==> src/rtl/tpu_io_pkg.sv <==
// Shared host-I/O definitions: result frame constants, the streamer state
// encoding used for status readback, and the byte-level framing helpers.
package tpu_io_pkg;

  localparam int         RESULT_DEPTH  = 64;
  localparam int         RESULT_ADDR_W = 6;
  localparam int         RESULT_DATA_W = 16;
  localparam logic [7:0] FRAME_HEADER  = 8'hA5;

  typedef enum logic [2:0] {
    STR_IDLE = 3'd0,
    STR_HDR  = 3'd1,
    STR_WAIT = 3'd2,
    STR_B0   = 3'd3,
    STR_B1   = 3'd4,
    STR_CSUM = 3'd5,
    STR_DONE = 3'd6
  } streamer_state_e;

  // Picks the byte of an FP16 word that goes out first (second = 0) or second.
  function automatic logic [7:0] word_byte(input logic [15:0] word,
                                           input logic        msb_first,
                                           input logic        second);
    word_byte = (msb_first ^ second) ? word[15:8] : word[7:0];
  endfunction

  function automatic logic [7:0] csum_update(input logic [7:0] csum,
                                             input logic [7:0] data);
    csum_update = csum ^ data;
  endfunction

endpackage

==> src/rtl/tpu_result_streamer.sv <==
// Streams the FP16 result memory to the UART TX byte path as a frame:
// header byte, two bytes per word, then an XOR checksum of the data bytes.
module tpu_result_streamer
  import tpu_io_pkg::*;
#(
  parameter int         DEPTH     = RESULT_DEPTH,
  parameter int         ADDR_W    = RESULT_ADDR_W,
  parameter int         DATA_W    = RESULT_DATA_W,
  parameter logic [7:0] HEADER    = FRAME_HEADER,
  parameter bit         MSB_FIRST = 1'b1
) (
  input  logic              clk,
  input  logic              rst,
  input  logic              start,
  input  logic              abort,
  output logic              busy,
  output logic              done,
  output logic              mem_rd_en,
  output logic [ADDR_W-1:0] mem_rd_addr,
  input  logic [DATA_W-1:0] mem_rd_data,
  output logic [7:0]        tx_data,
  output logic              tx_valid,
  input  logic              tx_ready
);

  streamer_state_e   state_r, state_s;
  logic [ADDR_W-1:0] addr_r, addr_s;
  logic              last_r, last_s;
  logic [DATA_W-1:0] word_r, word_s;
  logic [7:0]        csum_r, csum_s;
  logic              tx_valid_r, tx_valid_s;
  logic [7:0]        tx_data_r, tx_data_s;
  logic              busy_r, busy_s;
  logic              done_r, done_s;
  logic              xfer_s;
  logic              rd_en_s;
  logic [7:0]        first_r_s, second_r_s;

  // abort beats a same-cycle handshake: that byte is treated as not sent
  assign xfer_s     = tx_valid_r && tx_ready && !abort;
  assign first_r_s  = word_byte(word_r[15:0], MSB_FIRST, 1'b0);
  assign second_r_s = word_byte(word_r[15:0], MSB_FIRST, 1'b1);

  // Next state, address, word register and checksum.
  always_comb begin
    state_s = state_r;
    addr_s  = addr_r;
    last_s  = last_r;
    word_s  = word_r;
    csum_s  = csum_r;
    rd_en_s = 1'b0;
    if (abort) begin
      state_s = STR_IDLE;
    end else begin
      case (state_r)
        STR_IDLE: begin
          if (start) begin
            state_s = STR_HDR;
            addr_s  = {ADDR_W{1'b0}};
            last_s  = 1'b0;
            csum_s  = 8'h00;
          end else begin
            state_s = STR_IDLE;
          end
        end
        STR_HDR: begin
          // read issued in the accepting cycle so the word is on the bus in WAIT
          if (xfer_s) begin
            rd_en_s = 1'b1;
            state_s = STR_WAIT;
          end else begin
            state_s = STR_HDR;
          end
        end
        STR_WAIT: begin
          word_s  = mem_rd_data;
          state_s = STR_B0;
        end
        STR_B0: begin
          if (xfer_s) begin
            csum_s  = csum_update(csum_r, first_r_s);
            state_s = STR_B1;
            // advance early so the next read address is stable before B1 issues it
            if (addr_r == ADDR_W'(DEPTH - 1)) begin
              last_s = 1'b1;
            end else begin
              addr_s = addr_r + {{(ADDR_W-1){1'b0}}, 1'b1};
            end
          end else begin
            state_s = STR_B0;
          end
        end
        STR_B1: begin
          if (xfer_s) begin
            csum_s = csum_update(csum_r, second_r_s);
            if (last_r) begin
              state_s = STR_CSUM;
            end else begin
              rd_en_s = 1'b1;
              state_s = STR_WAIT;
            end
          end else begin
            state_s = STR_B1;
          end
        end
        STR_CSUM: begin
          if (xfer_s) begin
            state_s = STR_DONE;
          end else begin
            state_s = STR_CSUM;
          end
        end
        STR_DONE: state_s = STR_IDLE;
        default:  state_s = STR_IDLE;
      endcase
    end
  end

  // Output values for the upcoming state, registered below.
  always_comb begin
    tx_valid_s = 1'b0;
    tx_data_s  = 8'h00;
    busy_s     = (state_s != STR_IDLE);
    done_s     = 1'b0;
    case (state_s)
      STR_HDR: begin
        tx_valid_s = 1'b1;
        tx_data_s  = HEADER;
      end
      STR_B0: begin
        tx_valid_s = 1'b1;
        tx_data_s  = word_byte(word_s[15:0], MSB_FIRST, 1'b0);
      end
      STR_B1: begin
        tx_valid_s = 1'b1;
        tx_data_s  = word_byte(word_s[15:0], MSB_FIRST, 1'b1);
      end
      STR_CSUM: begin
        tx_valid_s = 1'b1;
        tx_data_s  = csum_s;
      end
      STR_DONE: done_s = 1'b1;
      default: begin
        tx_valid_s = 1'b0;
        tx_data_s  = 8'h00;
      end
    endcase
  end

  // State, datapath and output registers.
  always_ff @(posedge clk or posedge rst) begin
    if (rst) begin
      state_r    <= STR_IDLE;
      addr_r     <= {ADDR_W{1'b0}};
      last_r     <= 1'b0;
      word_r     <= {DATA_W{1'b0}};
      csum_r     <= 8'h00;
      tx_valid_r <= 1'b0;
      tx_data_r  <= 8'h00;
      busy_r     <= 1'b0;
      done_r     <= 1'b0;
    end else begin
      state_r    <= state_s;
      addr_r     <= addr_s;
      last_r     <= last_s;
      word_r     <= word_s;
      csum_r     <= csum_s;
      tx_valid_r <= tx_valid_s;
      tx_data_r  <= tx_data_s;
      busy_r     <= busy_s;
      done_r     <= done_s;
    end
  end

  assign busy        = busy_r;
  assign done        = done_r;
  assign tx_valid    = tx_valid_r;
  assign tx_data     = tx_data_r;
  assign mem_rd_en   = rd_en_s;
  assign mem_rd_addr = addr_r;

endmodule

==> config.mk <==
export PLATFORM = sky130hd
export DESIGN_NAME = tpu_result_streamer
export DESIGN_NICKNAME = d
export VERILOG_FILES = /design/src/rtl/tpu_io_pkg.sv /design/src/rtl/tpu_result_streamer.sv
export SDC_FILE = /design/constraint.sdc
export NUM_CORES = 1
export LEC_CHECK = 0
export CORE_UTILIZATION = 55
export CTS_BUF_LIST = sky130_fd_sc_hd__clkbuf_4 sky130_fd_sc_hd__clkbuf_8 sky130_fd_sc_hd__clkbuf_16
export DETAILED_ROUTE_END_ITERATION = 8
export PLACE_DENSITY_LB_ADDON = 0.12
export SLEW_MARGIN = 15
export SYNTH_ARGS = -nofsm -noshare
export SYNTH_HDL_FRONTEND = slang
export SYNTH_SLANG_ARGS = --single-unit
==> constraint.sdc <==
create_clock -name clk -period 3.57 [get_ports clk]
set_clock_uncertainty 0.2 [all_clocks]
set_input_delay 0.357 -clock clk [delete_from_list [all_inputs] [get_ports clk]]
set_output_delay 0.357 -clock clk [all_outputs]
set_load 0.05 [all_outputs]
==> results of run 1 <==
final cells by class:
cell class                 instances  share of cell area
multi-input combinational        157               0.395
sequential                        45               0.394
timing repair buffer              42               0.144
clock buffer                       7              0.0315
tap                               50              0.0219
clock inverter                     1              0.0105
inverter                           3             0.00394
cell families after synthesis:
group,count (synthesis),synth area share
adders and majority gates,1,0.00537
AOI/OAI and AO/OA,63,0.185
buffers and inverters,11,0.0327
and+or+nand+nor,68,0.181
DFF,45,0.483
xor gates and xnor gates,5,0.0188
muxes,20,0.0945
through the flow:
| stage | power (mW) | util | std cells | setup WS, ns |
|---|---|---|---|---|
| global route | 1.31 | 0.710 | 305 | 0.455 |
| CTS | 1.27 | 0.710 | 305 | 0.661 |
| detailed placement | 0.862 | 0.680 | 297 | 0.870 |
| floorplan | 0.778 | - | 213 | 1.05 |
| finish | 1.26 | 0.710 | 305 | 0.653 |
| global placement | 0.857 | 0.680 | 297 | 0.915 |
flip-flops by register name, summed over array words and instances (netlist names):
| register | cells |
|---|---|
| busy | 1 |
| csum_r | 8 |
| done | 1 |
| last_r | 1 |
| mem_rd_addr | 6 |
| state_r | 3 |
| tx_data | 8 |
| tx_valid | 1 |
| word_r | 16 |
routing by layer:
metal / wire [microns] / global-route usage
met1: 2240 / 0.355
met2: 2620 / 0.441
met3: 323 / 0.0479
met4: 65 / 0.0878
met5: 0 / 0
cells in the final DEF (no fill, tap or decap), types with 5 or more instances in the layout:
master	count
dfrtp_1	45
clkdlybuf4s50_1	38
nand2_1	17
a21oi_1	14
o21ai_1	12
nor2_1	12
mux2_1	12
and3_1	7
o21ai_0	6
clkbuf_8	6
a221o_1	5
a22oi_1	5
power groups by stage:
stage / registers, mW / clock network (mW) / logic, mW
6_report: 0.632 / 0.408 / 0.223
5_1_grt: 0.641 / 0.432 / 0.241
4_1_cts: 0.631 / 0.414 / 0.224
3_5_place_dp: 0.640 / 0 / 0.222
3_3_place_gp: 0.638 / 0 / 0.219
2_1_floorplan: 0.661 / 0 / 0.117
how the worst max path moves through the flow:
stage                         start                    to  slack, ns  depth (start not counted)
2_1_floorplan    tx_valid$_DFF_PP0_             mem_rd_en       1.05                          2
3_3_place_gp               tx_ready             mem_rd_en       0.91                          4
4_1_cts        state_r[0]$_DFF_PP0_             mem_rd_en       0.66                          5
3_5_place_dp                  abort  tx_data[0]$_DFF_PP0_       0.87                          6
6_report       state_r[0]$_DFF_PP0_             mem_rd_en       0.65                          5
5_1_grt        state_r[0]$_DFF_PP0_             mem_rd_en       0.46                          5
==> metrics.md, run 1 <==
| Metric | Value |
|---|---|
| Status | complete, no violations |
| First-pass GRT wire length | 8.79 mm |
| RSZ-0062 raised after global routing | false |
| Post-CTS Setup Inserts | 0 |
| Hold Path Depth | 1 |
| Critical Path Start Type | flop |
| TritonCTS clock tree | done |
| WL/cell | between 15 and 20 microns |
| Leakage power | approximately 1.3 nW |
| Max_cap viols | 0 |
| Async SR Flop Fraction | 1.00 |
| Grt ovf | 0 |
| Worst Reg-to-Reg Cells | 6 |
| Vias in the first global route | roughly 1800 |
| Share of Yosys cell area claimed by the top area cell type | 0.483 |
| Antenna violations before repair | 0 |
| Worst hold path class | reg2reg |
| Htree depth | 2 |
| Clock power share | 0.323 |
| Post-route minimum period | approximately 2.9 ns |
| Area contributors post-synth | dfrtp_1 48%, mux2_1 5.8%, a21oi_1 3.0% |
| CP endpoint kind | output pin |
| Starting Density | 0.579 |
| Area occupied by multi-input gates | 0.00113 sq mm |
| Vias | around 1900 |
| Critical path buffer and inverter count | 2 |
| Die Height | around 67 microns |
| Yosys top cell by area | dfrtp_1 |
| Worst vdd ir | around 390 uV |
| Core Area | between 0.004 and 0.005 sq mm |
| Hpwl dp | 3.54 mm |
| Hold slack | ~0.29 ns |
| Via/cell ratio | around 6 |
| Clock Sinks | 45 |
| Final period util | 0.817 |
| Slew headroom | 0.574 |
| Setup TNS | 0 ns |
| Max Freq | 0.343 GHz |
| CTS Hold Bufs | 0 |
| Post-Syn Nets | 235 |
| Syn Inst Count | between 200 and 250 |
| Row cnt | 23 |
| #FFs+latches synth | between 40 and 50 |
| Fill count | roughly 310 |
| Critical path type | reg2out |
| Overall global routing resource usage | 0.268 |
| DRC | 0 |
| Boundary pin count | 39 |
| Clock transition at path regs | roughly 0.09 ns |
| Final-report hold violation count | 0 |
| Hold endpoint | csum_r[5]$_DFF_PP0_ |
| Hold_sp | csum_r[5]$_DFF_PP0_ |
| Die Footprint | around 0.0045 sq mm |
| Port Buffer Count | 38 |
| Sw frac | 0.281 |
| Clock Root Buffer | clkbuf_8 |
| WP data arrival | 2.36 ns |
| Synth cell count leaders | 45 x dfrtp_1, 17 x nand2_1, 14 x a21oi_1 |
| DRT Wirelength | approximately 5.3 mm |
| Clock buffer depth | 2 |
| Critical path fanouts, max | 13 |
| Ant. Diodes | 0 |
| Mapped Avg Cell Area | roughly 11 sq um |
| Routed Antenna Nets | 0 |
| Placed cell area | around 0.0027 sq mm |
| FF+latch area | roughly 0.0011 sq mm |
| Sequential share of power | 0.500 |
| Gates resized, CTS repair | 0 |
| Actual slew at the worst max-slew pin | 0.634 ns |
| Max-slew violations | 0 |
| R2r startpoint | state_r[2]$_DFF_PP0_ |
| Reg-to-Reg End | tx_data[6]$_DFF_PP0_ |
| Pwr Density | 442 mW/mm^2 |
| Layout cells sized above 1 | 0.114 |
| Syn Std Cell Area | about 0.0023 sq mm |
| Post-synth EDFFs | 0 |
| Netlist cell types | between 40 and 50 |
| Critical path's slowest cell | clkdlybuf4s50_1 |
| Sequential fraction of the synthesis area | 0.483 |
| # setup viols final | 0 |
| Syn. warnings | 0 |
| TritonRoute pass-1 iters | 4 |
| Num CTS Buffers | 5 |
| Clk_lat worst skew | 0.30 ns |
| Fin area | between 0.002 and 0.003 sq mm |
| P&R area growth vs syn | 22.7% |
| Setup slack, reg-to-reg | between 0.8 and 0.9 ns |
| CP Cell Sequence | inv_1, nor2_1, a21oi_1, nor3_1, clkdlybuf4s50_1 |
| Count leader, synth | dfrtp_1 |
| CP peak stage delay | 0.83 ns |
| Floorplan die width | roughly 67 microns |
| NumNets Final | 276 |
| Starting DRC count in detailed routing | 236 |
| Final GP Congestion | approximately 0.9 |
| P_int | approximately 910 uW |
| Sw Pwr | 355 uW |
| Critical path required time | 3.01 ns |
| Prevailing post-synth register cell | dfrtp_1 |
| Delay-heaviest family, CP | buffers and inverters |
| Combinational share of power | 0.177 |
| Largest net degree at the start of global routing | 46 |
Power figures use the tool's default switching activity.
==> run 2, diff against run 1 <==
--- a/config.mk
+++ b/config.mk
@@ -5,7 +5,7 @@
 export SDC_FILE = /design/constraint.sdc
 export NUM_CORES = 1
 export LEC_CHECK = 0
-export CORE_UTILIZATION = 55
+export CORE_UTILIZATION = 48
 export CTS_BUF_LIST = sky130_fd_sc_hd__clkbuf_4 sky130_fd_sc_hd__clkbuf_8 sky130_fd_sc_hd__clkbuf_16
 export DETAILED_ROUTE_END_ITERATION = 8
 export PLACE_DENSITY_LB_ADDON = 0.12
==> constraint.sdc (replaced) <==
create_clock -name clk -period 2.6 [get_ports clk]
set_clock_uncertainty 0.2 [all_clocks]
set_input_delay 0.26 -clock clk [delete_from_list [all_inputs] [get_ports clk]]
set_output_delay 0.26 -clock clk [all_outputs]
set_load 0.05 [all_outputs]
==> metrics.md, run 2 (synthesized netlist as in run 1, its figures left out) <==
| Metric | Value |
|---|---|
| Final GP Congestion | 0.929 |
| Slew headroom | 0.531 |
| Row cnt | 24 |
| NumNets Final | roughly 290 |
| RSZ-0062 raised after global routing | false |
| Layout cells sized above 1 | 0.148 |
| Max_cap viols | 0 |
| Num CTS Buffers | 5 |
| WL/cell | around 16 microns |
| Vias in the first global route | 1755 |
| Critical path type | reg2reg |
| Final period util | 0.865 |
| Final-report hold violation count | 0 |
| Critical Path Start Type | flop |
| Gates resized, CTS repair | 0 |
| Via/cell ratio | between 5 and 6 |
| Floorplan die width | a little over 70 microns |
| # setup viols final | 0 |
| Max Freq | between 0.4 and 0.5 GHz |
| Port Buffer Count | 38 |
| Critical path's slowest cell | dfrtp_1 |
| Pwr Density | roughly 590 mW/mm^2 |
| Hpwl dp | roughly 3.8 mm |
| WP data arrival | 2.27 ns |
| Worst vdd ir | around 460 uV |
| Post-CTS Setup Inserts | 0 |
| Leakage power | between 1 and 1.5 nW |
| Final core occ | 0.658 |
| Actual slew at the worst max-slew pin | between 0.6 and 0.7 ns |
| Critical path required time | between 2 and 3 ns |
| Routed Antenna Nets | 0 |
| Htree depth | 2 |
| Die Height | 71.7 microns |
| CTS Hold Bufs | 0 |
| Clock Root Buffer | clkbuf_8 |
| Clock buffer depth | 2 |
| Setup TNS | 0 ns |
| Ant. Diodes | 0 |
| Post-route minimum period | about 2.2 ns |
| Top reg by flops | word_r |
| Max reg flops | 16 |
| CP Cell Sequence | nand2b_1, nor2_2, a22oi_1, or3_1, and3_1, o21ai_1 |
| Max-slew violations | 0 |
| Clk_lat worst skew | roughly 0.30 ns |
| Worst hold path class | in2async |
| CP endpoint kind | flop |
| Core Area | approximately 0.0045 sq mm |
| Starting DRC count in detailed routing | about 130 |
| Status | complete, no violations |
| Antenna violations before repair | 0 |
| Starting Density | 0.518 |
| First-pass GRT wire length | around 8.6 mm |
| Commonest cells after routing, fill and taps aside | 45 x dfrtp_1, 37 x clkdlybuf4s50_1, 17 x nand2_1 |
| TritonRoute pass-1 iters | 4 |
| Commonest non-fill, non-tap cell in the layout | dfrtp_1 |
| DRT Wirelength | between 5 and 6 mm |
| DRC | 0 |
| CP peak stage delay | about 0.50 ns |
| Die Footprint | slightly above 0.005 sq mm |
| Vias | ~1900 |
| TritonCTS clock tree | done |
| Critical path fanouts, max | 8 |
| Grt ovf | 0 |
| Clock Sinks | 45 |
| Overall global routing resource usage | 0.220 |
| P&R area growth vs syn | 27.2% |
| Boundary pin count | 39 |
| Clock transition at path regs | approximately 0.080 ns |
| Largest net degree at the start of global routing | 28 |
run 2: cell count changes in the layout (fill, tap and decap cells not counted):
cell             previous run  this run
buf_12                      0         3
buf_4                       4        11
clkdlybuf4s50_1            38        37
run 2: layout make-up:
cell class	count	area, sq um
clock buffers	7	90.1
well taps	52	65.1
fillers	356	1540
inverters	3	11.3
repair buffers	51	513
multi-input cells	157	1130
flip-flops and latches	45	1130
clock inverters	1	30.0
run 2: routing by layer:
metal  share of wire  wire, microns  global-route usage  vias to the layer above
met2            0.47           2460               0.352                       54
met3           0.046            238              0.0549                        4
met1            0.47           2470               0.297                      898
met5               0              0                   0                        -
met4          0.0073             38              0.0654                        0
li1                -              -                   -                      901
run 2: metrics by stage:
stage               instance area, sq um  cells  hold slack (ns)  setup slack [ns]  total power, mW
floorplan                           2330    213            0.212             0.180             1.07
global placement                    2840    308            0.271             0.330             1.20
detailed placement                  2840    308            0.272             0.265             1.20
CTS                                 2960    316           0.0989             0.357             1.76
global route                        2960    316            0.147             0.237             1.82
finish                              2960    316           0.0902             0.350             1.74
run 2: path summary, 6_finish.rpt:
check	to	from	slack (ns)	cells after the start
hold / removal	tx_data[4]$_DFF_PP0_	rst	0.09	2
min in group clk	csum_r[1]$_DFF_PP0_	csum_r[1]$_DFF_PP0_	0.29	2
max in group asynchronous	tx_data[5]$_DFF_PP0_	rst	1.60	3
hold reg to reg	csum_r[1]$_DFF_PP0_	csum_r[1]$_DFF_PP0_	0.29	2
setup / recovery	tx_data[6]$_DFF_PP0_	state_r[1]$_DFF_PP0_	0.35	6
setup reg to reg	tx_data[6]$_DFF_PP0_	state_r[1]$_DFF_PP0_	0.35	6
run 2: worst max-delay path: cells and delay by family (launching register included):
family	cells	cell delay [ns]
AND/OR/NAND/NOR	4	1.20
AO/OA/AOI/OAI	2	0.28
flip-flops	1	0.50
run 2: where the power goes:
part	leakage (nW)	switching [mW]	internal, mW
Sequential	0.591	0.0840	0.786
Clock	0.0619	0.227	0.324
Combinational	0.656	0.173	0.147
==> run 3, diff against run 2 <==
--- a/config.mk
+++ b/config.mk
@@ -5,7 +5,8 @@
 export SDC_FILE = /design/constraint.sdc
 export NUM_CORES = 1
 export LEC_CHECK = 0
-export CORE_UTILIZATION = 48
+export CORE_ASPECT_RATIO = 1.25
+export CORE_UTILIZATION = 45
 export CTS_BUF_LIST = sky130_fd_sc_hd__clkbuf_4 sky130_fd_sc_hd__clkbuf_8 sky130_fd_sc_hd__clkbuf_16
 export DETAILED_ROUTE_END_ITERATION = 8
 export PLACE_DENSITY_LB_ADDON = 0.12
==> metrics.md, run 3 (synthesized netlist as in run 1, its figures left out) <==
| Metric | Value |
|---|---|
| Status | complete, no violations |
| CP Cell Sequence | buf_4, nor2_2, o21ai_1, a221oi_4, a31oi_1, a221o_1 |
| Final-report hold violation count | 0 |
| Worst vdd ir | 404 uV |
| WL/cell | between 15 and 20 microns |
| Final period util | 0.886 |
| Clock buffer depth | 2 |
| Critical path fanouts, max | 8 |
| Antenna violations before repair | 0 |
| DRC | 0 |
| Post-route minimum period | between 2 and 2.5 ns |
| Floorplan die width | about 66 microns |
| Top reg by flops | word_r |
| Fill count | 430 |
| Critical Path Start Type | flop |
| First-pass GRT wire length | between 9 and 10 mm |
| Routed Antenna Nets | 0 |
| Core Area | 0.00487 sq mm |
| WP data arrival | ~2.3 ns |
| Commonest non-fill, non-tap cell in the layout | dfrtp_1 |
| Max_cap viols | 0 |
| Post-CTS Setup Inserts | 0 |
| Final core occ | 0.612 |
| Starting Density | 0.479 |
| Num CTS Buffers | 5 |
| Vias in the first global route | about 1900 |
| Area occupied by multi-input gates | 0.00113 sq mm |
| Worst hold path class | in2async |
| Max-slew violations | 0 |
| Clock transition at path regs | roughly 0.090 ns |
| Power, Total | 1.75 mW |
| Largest net degree at the start of global routing | 46 |
| Row cnt | 28 |
| CTS Hold Bufs | 0 |
| Max Freq | around 0.43 GHz |
| Port Buffer Count | 38 |
| Setup TNS | 0 ns |
| Critical path type | reg2reg |
| Htree depth | 2 |
| Slew headroom | 0.620 |
| Vias | around 1900 |
| Gates resized, CTS repair | 0 |
| FF+latch area | between 0.001 and 0.0015 sq mm |
| Critical path's slowest cell | dfrtp_1 |
| CP endpoint kind | flop |
| Delay-heaviest family, CP | compound AO/OA/AOI/OAI gates |
| Actual slew at the worst max-slew pin | 0.571 ns |
| Commonest cells after routing, fill and taps aside | 45 x dfrtp_1, 37 x clkdlybuf4s50_1, 17 x nand2_1, 17 x buf_4, 14 x a21oi_1 |
| DRT Wirelength | between 5 and 6 mm |
| P&R area growth vs syn | 27.8% |
| Ant. Diodes | 0 |
| Clock Sinks | 45 |
| TritonRoute pass-1 iters | 4 |
| Clk_lat worst skew | 0.30 ns |
| Die Height | 82.5 microns |
| Grt ovf | 0 |
| Setup slack, reg-to-reg | ~0.30 ns |
| Boundary pin count | 39 |
| NumNets Final | around 290 |
| Hold slack | ~0.21 ns |
| Layout cells sized above 1 | 0.160 |
| Pwr Density | 588 mW/mm^2 |
| Die Footprint | 0.00547 sq mm |
| Clock Root Buffer | clkbuf_8 |
| RSZ-0062 raised after global routing | false |
| Hpwl dp | between 3 and 4 mm |
| Critical path buffer and inverter count | 1 |
| Critical path required time | around 2.6 ns |
| CP peak stage delay | 0.48 ns |
| TritonCTS clock tree | done |
| Via/cell ratio | roughly 6 |
| Starting DRC count in detailed routing | approximately 130 |
| Leakage power | ~1.3 nW |
| Final GP Congestion | approximately 0.86 |
| Max reg flops | 16 |
| # setup viols final | 0 |
| Overall global routing resource usage | 0.227 |
==> run 3: changes by cell type in the layout (fill, tap and decap cells not counted), sizes merged <==
cell	before	now
buf	14	18
==> run 3: worst reg2reg max path, cell delays in order, from the launching register on <==
cell and delay [ns]:
dfrtp_1 0.48, buf_4 0.21, nor2_2 0.22, o21ai_1 0.17, a221oi_4 0.40, a31oi_1 0.18
a221o_1 0.34
==> run 3: layout make-up <==
type / instances / share of cell area
well taps: 60 / 0.0252
multi-input cells: 157 / 0.379
repair buffers: 55 / 0.174
inverters: 3 / 0.00378
flip-flops and latches: 45 / 0.378
clock buffers: 7 / 0.0302
clock inverters: 1 / 0.0101
==> run 3: power breakdown <==
part | leakage, nW | internal (mW) | switching, mW
sequential | 0.591 | 0.786 | 0.0797
combinational | 0.670 | 0.146 | 0.176
clock | 0.0619 | 0.324 | 0.240
==> run 3: final timing paths <==
kind                                      startpoint                         end  depth (start not counted)
worst max-delay path            state_r[1]$_DFF_PP0_        tx_data[0]$_DFF_PP0_                          6
worst min-delay path                             rst  mem_rd_addr[2]$_DFFE_PP0P_                          3
worst max register to register  state_r[1]$_DFF_PP0_        tx_data[0]$_DFF_PP0_                          6
worst min register to register   csum_r[5]$_DFF_PP0_         csum_r[5]$_DFF_PP0_                          1
max in group asynchronous                        rst         word_r[0]$_DFF_PP0_                          3
min in group clk                 csum_r[5]$_DFF_PP0_         csum_r[5]$_DFF_PP0_                          1
==> run 3: per-layer routing <==
metal | track usage | vias up | part of all wire
li1 | - | 914 | -
met1 | 0.301 | 939 | 0.44
met5 | 0 | - | 0
met2 | 0.358 | 61 | 0.49
met3 | 0.0508 | 8 | 0.049
met4 | 0.0957 | 0 | 0.018
==> run 3: stage by stage <==
step                      area [sq um]  std cells  worst slack, ns
after floorplan                   2330        213            0.180
final                             2980        328            0.298
after detailed placement          2860        320            0.281
after global routing              2980        328            0.115
after CTS                         2980        328            0.320
after global placement            2860        320            0.271
